### config.mk
export PLATFORM = sky130hd
export DESIGN_NAME = fir_nib_host_flat
export DESIGN_NICKNAME = d
export VERILOG_FILES = /design/src/rtl/fir_pkg.sv /design/src/rtl/fir_nib_host_if.sv /design/src/rtl/fir_nib_deser.sv /design/src/rtl/fir_nib_host.sv /design/src/flat_wrapper.sv
export SDC_FILE = /design/constraint.sdc
export NUM_CORES = 1
export LEC_CHECK = 0
export ABC_AREA = 1
export CAP_MARGIN = 20
export CORE_UTILIZATION = 46
export DETAILED_ROUTE_END_ITERATION = 8
export PLACE_DENSITY = 0.79
export SLEW_MARGIN = 20
export SYNTH_ARGS = -nofsm -noshare
export SYNTH_HDL_FRONTEND = slang
export SYNTH_HIERARCHICAL = 1
export SYNTH_SLANG_ARGS = --single-unit
### constraint.sdc
create_clock -name clk -period 1.3 [get_ports clk]
set_input_delay 0.195 -clock clk [delete_from_list [all_inputs] [get_ports clk]]
set_output_delay 0.195 -clock clk [all_outputs]
set_load 0.03 [all_outputs]
### src/rtl/fir_pkg.sv
// Shared types and constants for the nibble-serial FIR host: FSM encoding,
// datapath widths and the PE frame length.
package fir_pkg;

  localparam int NIB_W        = 4;
  localparam int X_W          = 8;
  localparam int Y_W          = 16;
  localparam int PE_FRAME_LEN = 5;

  typedef enum logic [2:0] {
    IDLE = 3'd0,
    STRB = 3'd1,
    P0   = 3'd2,
    P1   = 3'd3,
    P2   = 3'd4,
    P3   = 3'd5,
    GAP  = 3'd6
  } state_t;

  function automatic logic [NIB_W-1:0] nib_sel(input logic [Y_W-1:0] v, input logic [1:0] idx);
    return v[idx*NIB_W +: NIB_W];
  endfunction

endpackage

### src/rtl/fir_nib_host_if.sv
// Host-side streaming bus of fir_nib_host: sample input, result output and
// the flush / overrun status lines.
interface fir_nib_host_if;

  logic [fir_pkg::X_W-1:0] x_data;
  logic                    x_valid;
  logic                    x_ready;
  logic [fir_pkg::Y_W-1:0] bias;
  logic                    flush;
  logic [fir_pkg::Y_W-1:0] y_data;
  logic                    y_valid;
  logic                    y_ready;
  logic                    overrun;

  modport master (
    output x_data, x_valid, bias, flush, y_ready,
    input  x_ready, y_data, y_valid, overrun
  );

  modport slave (
    input  x_data, x_valid, bias, flush, y_ready,
    output x_ready, y_data, y_valid, overrun
  );

endinterface

### src/rtl/fir_nib_deser.sv
// Collects four Yout nibbles (low first) into a 16-bit result and publishes it
// on a held valid/ready port; a result arriving while the port is blocked is dropped.
module fir_nib_deser
  import fir_pkg::*;
(
  input  logic             clk,
  input  logic             nReset,
  input  logic             cap_en,
  input  logic             pub_en,
  input  logic [NIB_W-1:0] yout,
  input  logic             y_ready,
  output logic [Y_W-1:0]   y_data,
  output logic             y_valid,
  output logic             overrun
);

  // Three history stages; the fourth (top) nibble is taken straight from yout.
  logic [NIB_W-1:0] stage_reg [0:2];
  logic [Y_W-1:0]   candidate;

  generate
    for (genvar gi = 0; gi < 3; gi++) begin : g_stage
      always_ff @(posedge clk or negedge nReset) begin
        if (!nReset) begin
          stage_reg[gi] <= '0;
        end else if (cap_en) begin
          if (gi == 2) stage_reg[gi] <= yout;
          else         stage_reg[gi] <= stage_reg[gi+1];
        end
      end
    end
  endgenerate

  assign candidate = {yout, stage_reg[2], stage_reg[1], stage_reg[0]};

  always_ff @(posedge clk or negedge nReset) begin
    if (!nReset) begin
      y_data  <= '0;
      y_valid <= 1'b0;
      overrun <= 1'b0;
    end else if (pub_en) begin
      if (!y_valid || y_ready) begin
        y_data  <= candidate;
        y_valid <= 1'b1;
      end else begin
        overrun <= 1'b1;
      end
    end else if (y_ready) begin
      y_valid <= 1'b0;
    end
  end

endmodule

### src/rtl/fir_nib_host.sv
// Host end of the nibble-serial FIR chain: frames parallel samples onto Rdy/Xin/Yin
// and reassembles Yout results. Define FIR_NIB_HOST_CHK_EN to add the Vld timing checker (proto_err).
module fir_nib_host
  import fir_pkg::*;
#(
  parameter int LAT_FRAMES = 2,
  parameter int PER_MIN    = 5
) (
  input  logic             clk,
  input  logic             nReset,
  fir_nib_host_if.slave    bus,
  output logic             Rdy,
  output logic [NIB_W-1:0] Xin,
  output logic [NIB_W-1:0] Yin,
  input  logic [NIB_W-1:0] Yout,
  input  logic             Vld
`ifdef FIR_NIB_HOST_CHK_EN
  , output logic           proto_err
`endif
);

  localparam int               CNT_W    = $clog2(LAT_FRAMES + 1);
  localparam logic [CNT_W-1:0] LAT_C    = CNT_W'(LAT_FRAMES);
  localparam int               GAP_LEN  = PER_MIN - PE_FRAME_LEN;
  localparam logic [3:0]       GAP_LAST = 4'(GAP_LEN - 1);

  state_t           state_reg, state_next;
  logic [X_W-1:0]   x_lat_reg;
  logic [Y_W-1:0]   b_lat_reg;
  logic             flush_frame_reg;
  logic [CNT_W-1:0] pending_reg;
  logic [CNT_W-1:0] prime_reg;
  logic [3:0]       gap_cnt_reg;
  logic             x_ready_reg;
  logic             accept;
  logic             start_flush;
  logic             cap_en;
  logic             pub_en;

  always_ff @(posedge clk or negedge nReset) begin
    if (!nReset) state_reg <= IDLE;
    else         state_reg <= state_next;
  end

  always_comb begin
    state_next  = state_reg;
    accept      = 1'b0;
    start_flush = 1'b0;
    case (state_reg)
      IDLE: begin
        if (bus.x_valid && x_ready_reg) begin
          accept     = 1'b1;
          state_next = STRB;
        end else if (bus.flush && pending_reg != '0) begin
          start_flush = 1'b1;
          state_next  = STRB;
        end
      end
      STRB:    state_next = P0;
      P0:      state_next = P1;
      P1:      state_next = P2;
      P2:      state_next = P3;
      P3:      state_next = (GAP_LEN > 0) ? GAP : IDLE;
      GAP:     if (gap_cnt_reg == GAP_LAST) state_next = IDLE;
      default: state_next = IDLE;
    endcase
  end

  // Frame bookkeeping: pending counts real samples still owed a result,
  // prime counts frames already through the chain since reset.
  always_ff @(posedge clk or negedge nReset) begin
    if (!nReset) begin
      x_lat_reg       <= '0;
      b_lat_reg       <= '0;
      flush_frame_reg <= 1'b0;
      pending_reg     <= '0;
      prime_reg       <= '0;
      gap_cnt_reg     <= '0;
    end else begin
      if (accept) begin
        x_lat_reg       <= bus.x_data;
        b_lat_reg       <= bus.bias;
        flush_frame_reg <= 1'b0;
      end else if (start_flush) begin
        x_lat_reg       <= '0;
        b_lat_reg       <= '0;
        flush_frame_reg <= 1'b1;
      end
      if (state_reg == STRB && !flush_frame_reg && pending_reg < LAT_C)
        pending_reg <= pending_reg + 1'b1;
      else if (state_reg == P3 && flush_frame_reg && pending_reg != '0)
        pending_reg <= pending_reg - 1'b1;
      if (state_reg == P3 && prime_reg < LAT_C)
        prime_reg <= prime_reg + 1'b1;
      gap_cnt_reg <= (state_reg == GAP) ? gap_cnt_reg + 4'd1 : 4'd0;
    end
  end

  // Outputs are registered from the next state so they line up with the state itself.
  always_ff @(posedge clk or negedge nReset) begin
    if (!nReset) begin
      Rdy         <= 1'b0;
      Xin         <= '0;
      Yin         <= '0;
      x_ready_reg <= 1'b0;
    end else begin
      Rdy         <= (state_next == STRB);
      x_ready_reg <= (state_next == IDLE);
      case (state_next)
        P0: begin Xin <= x_lat_reg[3:0]; Yin <= nib_sel(b_lat_reg, 2'd0); end
        P1: begin Xin <= x_lat_reg[7:4]; Yin <= nib_sel(b_lat_reg, 2'd1); end
        P2: begin Xin <= '0;             Yin <= nib_sel(b_lat_reg, 2'd2); end
        P3: begin Xin <= '0;             Yin <= nib_sel(b_lat_reg, 2'd3); end
        default: begin Xin <= '0; Yin <= '0; end
      endcase
    end
  end

  assign bus.x_ready = x_ready_reg;
  assign cap_en      = (state_reg == P0) || (state_reg == P1) ||
                       (state_reg == P2) || (state_reg == P3);
  assign pub_en      = (state_reg == P3) && (prime_reg >= LAT_C);

  fir_nib_deser u_deser (
    .clk     (clk),
    .nReset  (nReset),
    .cap_en  (cap_en),
    .pub_en  (pub_en),
    .yout    (Yout),
    .y_ready (bus.y_ready),
    .y_data  (bus.y_data),
    .y_valid (bus.y_valid),
    .overrun (bus.overrun)
  );

`ifdef FIR_NIB_HOST_CHK_EN
  logic [2:0] vld_cnt_reg;
  logic       proto_err_reg;

  // vld_cnt_reg holds the number of cycles since the last Rdy, 0 when idle.
  always_ff @(posedge clk or negedge nReset) begin
    if (!nReset) begin
      vld_cnt_reg   <= '0;
      proto_err_reg <= 1'b0;
    end else begin
      if (Rdy)
        vld_cnt_reg <= 3'd1;
      else if (vld_cnt_reg != 3'd0 && vld_cnt_reg != 3'(PE_FRAME_LEN))
        vld_cnt_reg <= vld_cnt_reg + 3'd1;
      else
        vld_cnt_reg <= 3'd0;
      if (Vld != (vld_cnt_reg == 3'(PE_FRAME_LEN)))
        proto_err_reg <= 1'b1;
    end
  end

  assign proto_err = proto_err_reg;
`else
  logic unused_vld;
  assign unused_vld = Vld;
`endif

endmodule

### src/flat_wrapper.sv
// flat-port wrapper written by rule: the top's interface ports become plain ports
module fir_nib_host_flat import fir_pkg::*;
#(
  parameter int LAT_FRAMES = 2,
  parameter int PER_MIN    = 5
)
  (clk, nReset, Rdy, Xin, Yin, Yout, Vld, bus_x_data, bus_x_valid, bus_bias, bus_flush, bus_y_ready, bus_x_ready, bus_y_data, bus_y_valid, bus_overrun);
  fir_nib_host_if bus_i ();
  input  logic clk;
  input  logic nReset;
  output logic Rdy;
  output logic [NIB_W-1:0] Xin;
  output logic [NIB_W-1:0] Yin;
  input  logic [NIB_W-1:0] Yout;
  input  logic Vld;
  input wire logic [$bits(bus_i.x_data)-1:0] bus_x_data;
  input wire logic [$bits(bus_i.x_valid)-1:0] bus_x_valid;
  input wire logic [$bits(bus_i.bias)-1:0] bus_bias;
  input wire logic [$bits(bus_i.flush)-1:0] bus_flush;
  input wire logic [$bits(bus_i.y_ready)-1:0] bus_y_ready;
  output wire logic [$bits(bus_i.x_ready)-1:0] bus_x_ready;
  output wire logic [$bits(bus_i.y_data)-1:0] bus_y_data;
  output wire logic [$bits(bus_i.y_valid)-1:0] bus_y_valid;
  output wire logic [$bits(bus_i.overrun)-1:0] bus_overrun;
  assign bus_i.x_data = bus_x_data;
  assign bus_i.x_valid = bus_x_valid;
  assign bus_i.bias = bus_bias;
  assign bus_i.flush = bus_flush;
  assign bus_i.y_ready = bus_y_ready;
  assign bus_x_ready = bus_i.x_ready;
  assign bus_y_data = bus_i.y_data;
  assign bus_y_valid = bus_i.y_valid;
  assign bus_overrun = bus_i.overrun;
  fir_nib_host #(.LAT_FRAMES(LAT_FRAMES), .PER_MIN(PER_MIN)) u_core (.clk(clk), .nReset(nReset), .bus(bus_i), .Rdy(Rdy), .Xin(Xin), .Yin(Yin), .Yout(Yout), .Vld(Vld));
endmodule
==> metrics.csv <==
metric,value,unit
via_per_inst,5.12,
rsz0062_at_grt,true,
synth_top_area_share,60.0,%
ant_nets,0,
finalHoldViolCount,0,
drc,0,
dpl.hpwl,4370,um
diodes,0,
wire_per_inst,14.1,um
clock_latency,350,ps
cts_tree,built,
finalNetCount,472,
clkPwrFrac,20.0,%
cp_common_cell,nand2_1,
cts.sinks,76,
path_clk_slew,80,ps
place.gp.congestion,0.838,
worstPathCellList,"nor2_2, nand2_1, nand2_1, inv_2, nand3_4, buf_16, nand2_2, o21ai_1",
die_h,85.0,um
ctsLongestPathBuffers,2,
seq_power_share,33.9,%
finalInstanceArea,4520,um2
htreeDepth,3,
path_buf_inv,2,
routed_wl,7320,um
p_sw_share,39.4,%
end_kind,register,
ys_ff_latch,76,
ir_drop,1.47,mV
multi_input_area,1160,um2
cellPowerDensity,2580,nW/um2
cp_max_fo,12,
grt_remaining_overflow,0,
fmax,712,MHz
drive_gt1_share,27.2,%
drv_cap,0,
p_switching,4.59,mW
die_w,85.0,um
slowest_delay,440,ps
max-slew-margin-rel,73.3,%
detail_route.iter0.violations,138,
ys_top_cells_by_area,"dfrtp_1 60%, nand2_1 14%, inv_1 4.5%, nand3_1 3.9%, o21ai_2 2.5%",
start_util,48.8,%
critPathRequiredTime,1560,ps
comb_power_share,46.1,%
start_kind,register,
setup_ws,-105,ps
numCtsBuffers,9,
violations,setup timing,
fill_cells,448,
finClkSkew,10.3,ps
root_buffer,clkbuf_8,
cp_top_family,simple AND/OR/NAND/NOR gates,
intPower,7.06,mW
grt_pass1_wl,12500,um
coreArea,6490,um2
synth.distinct_cells,27,
portBuffers,60,
status,"complete, but fails checks",
syn_avg_cell_area,9.37,um2
syn-num-nets,374,
crit_type,reg -> reg,
seq_area_frac_synth,60.0,%
hold_path.class,in -> reg,
synth_area,3170,um2
worst_pin_slew,398,ps
num_rows,29,
grt_pass1_vias,2698,
grt_max_degree,77,
crit_arrival,1670,ps
power.leakage,2.28,nW
grtUsageTotal,22.4,%
io_pins,62,
fin_util,69.5,%
ys_warn_count,6,
fin_crit,1400,ps
slowest_stage,dfrtp_1,
fin_crit_sh,108,%
firstDrtPassIters,5,
finalSetupViolations,54,
vias,2650,
synth_top_area_cell,dfrtp_1,
dpl_cell_area,4010,um2
synthCells,338,
grt_antenna_before_repair,0,
seq_area,1900,um2
dieArea,7220,um2
syn2layout_area_growth,42.6,%
drv_slew,0,
[cell families after synthesis]
kind of cell	share of synthesized area, %
compound gates	8.21
fa+ha+maj	0.790
buf+inv	7.82
xor+xnor	0.553
simple gates	22.6
flops	60.0
[metrics by stage]
step | setup WS, ps | setup TNS, ps | total power, mW | std cells | hold WS (ps)
3_5_place_dp | -113 | -3790 | 8.35 | 487 | 244
3_3_place_gp | -83.6 | -2490 | 8.17 | 487 | 242
4_1_cts | -63.2 | -1350 | 11.5 | 516 | 371
5_1_grt | -184 | -7540 | 12.3 | 518 | 384
6_report | -105 | -3250 | 11.6 | 518 | 382
2_1_floorplan | -62.9 | -569 | 6.58 | 338 | -101
[per-layer routing]
metal  track usage [%]  wire length [um]  vias to the layer above
li1                  -                 -                     1266
met4              8.32                99                        0
met2              38.2              3800                       90
met1              27.8              3110                     1286
met5                 0                 0                        -
met3              5.64               312                        8
[cell type report]
class	count	area share (%)
Timing Repair Buffer	95	20.5
Inverter	41	3.57
Clock buffer	9	2.74
Tap cell	77	2.13
Timing Repair inverter	1	0.139
Multi-Input combinational cell	212	25.7
Sequential cell	76	42.1
Clock inverter	7	3.07
[path summary, 6_finish.rpt]
| check | end | slack, ps | from | cells past startpoint |
|---|---|---|---|---|
| setup / recovery | u_core/u_deser/candidate[4] | -100 | u_core/state_reg[0] | 8 |
| setup reg to reg | u_core/u_deser/candidate[4] | -100 | u_core/state_reg[0] | 8 |
| hold / removal | u_core/b_lat_reg[11] | 380 | bus_bias[11] | 3 |
| min in group asynchronous | u_core/Xin[2] | 400 | nReset | 3 |
| hold reg to reg | u_core/gap_cnt_reg[0] | 460 | u_core/gap_cnt_reg[0] | 1 |
| max in group asynchronous | u_core/state_reg[1] | 560 | nReset | 3 |
[synth_stat cells]
master       n
o2111ai_1    4
inv_2        2
nand2_2      2
nand3_2      1
ha_1         2
o21ai_2      9
nand2_4      1
nor2_1      20
inv_4        1
xor2_1       2
dfrtp_1     76
a21oi_1      5
nand3b_1     1
buf_6        4
nor3b_1      1
nor2_4       1
nand3_1     25
o21bai_1     2
nand2_1    116
o22ai_1      4
nand2_8      1
clkbuf_8     1
o21ai_4      1
buf_4        3
o21ai_0     13
buf_2        2
inv_1       38
[what timing repair did]
item,CTS,global route
setup endpoints to repair,68,89
resized for setup,83,39
pin swaps,5,3
setup buffers,7,2
hold buffers,1,0
endpoints found under the hold margin,76,0
gates cloned,5,0
[worst reg2reg max path: stages, from the launching register on]
cell	delay [ps]
dfrtp_1	440
nor2_2	200
nand2_1	110
nand2_1	110
inv_2	60
nand3_4	130
buf_16	160
nand2_2	60
o21ai_1	80
[power groups by stage]
| stage | clock network (mW) | logic, mW | registers (mW) |
|---|---|---|---|
| detailed placement | 0 | 4.44 | 3.91 |
| CTS | 2.35 | 5.26 | 3.92 |
| finish | 2.33 | 5.37 | 3.95 |
| global route | 2.45 | 5.81 | 4.06 |
| global placement | 0 | 4.29 | 3.87 |
| floorplan | 0 | 2.02 | 4.56 |
[layout by cell type (no fill, tap or decap), drive strengths merged]
master / Yosys / layout
o2111ai: 4 / 4
dfrtp: 76 / 76
nand2: 120 / 121
dlygate4sd2: 0 / 6
nand3: 26 / 26
buf: 9 / 36
clkdlybuf4s15: 0 / 8
inv: 41 / 42
clkinv: 0 / 3
o22ai: 4 / 4
a21oi: 5 / 5
bufinv: 0 / 4
dlygate4sd3: 0 / 1
xor2: 2 / 2
nor2: 21 / 21
nor3b: 1 / 1
o21ai: 23 / 23
clkdlybuf4s50: 0 / 31
nand3b: 1 / 1
ha: 2 / 2
clkbuf: 1 / 22
o21bai: 2 / 2
Power figures use the tool's default switching activity.
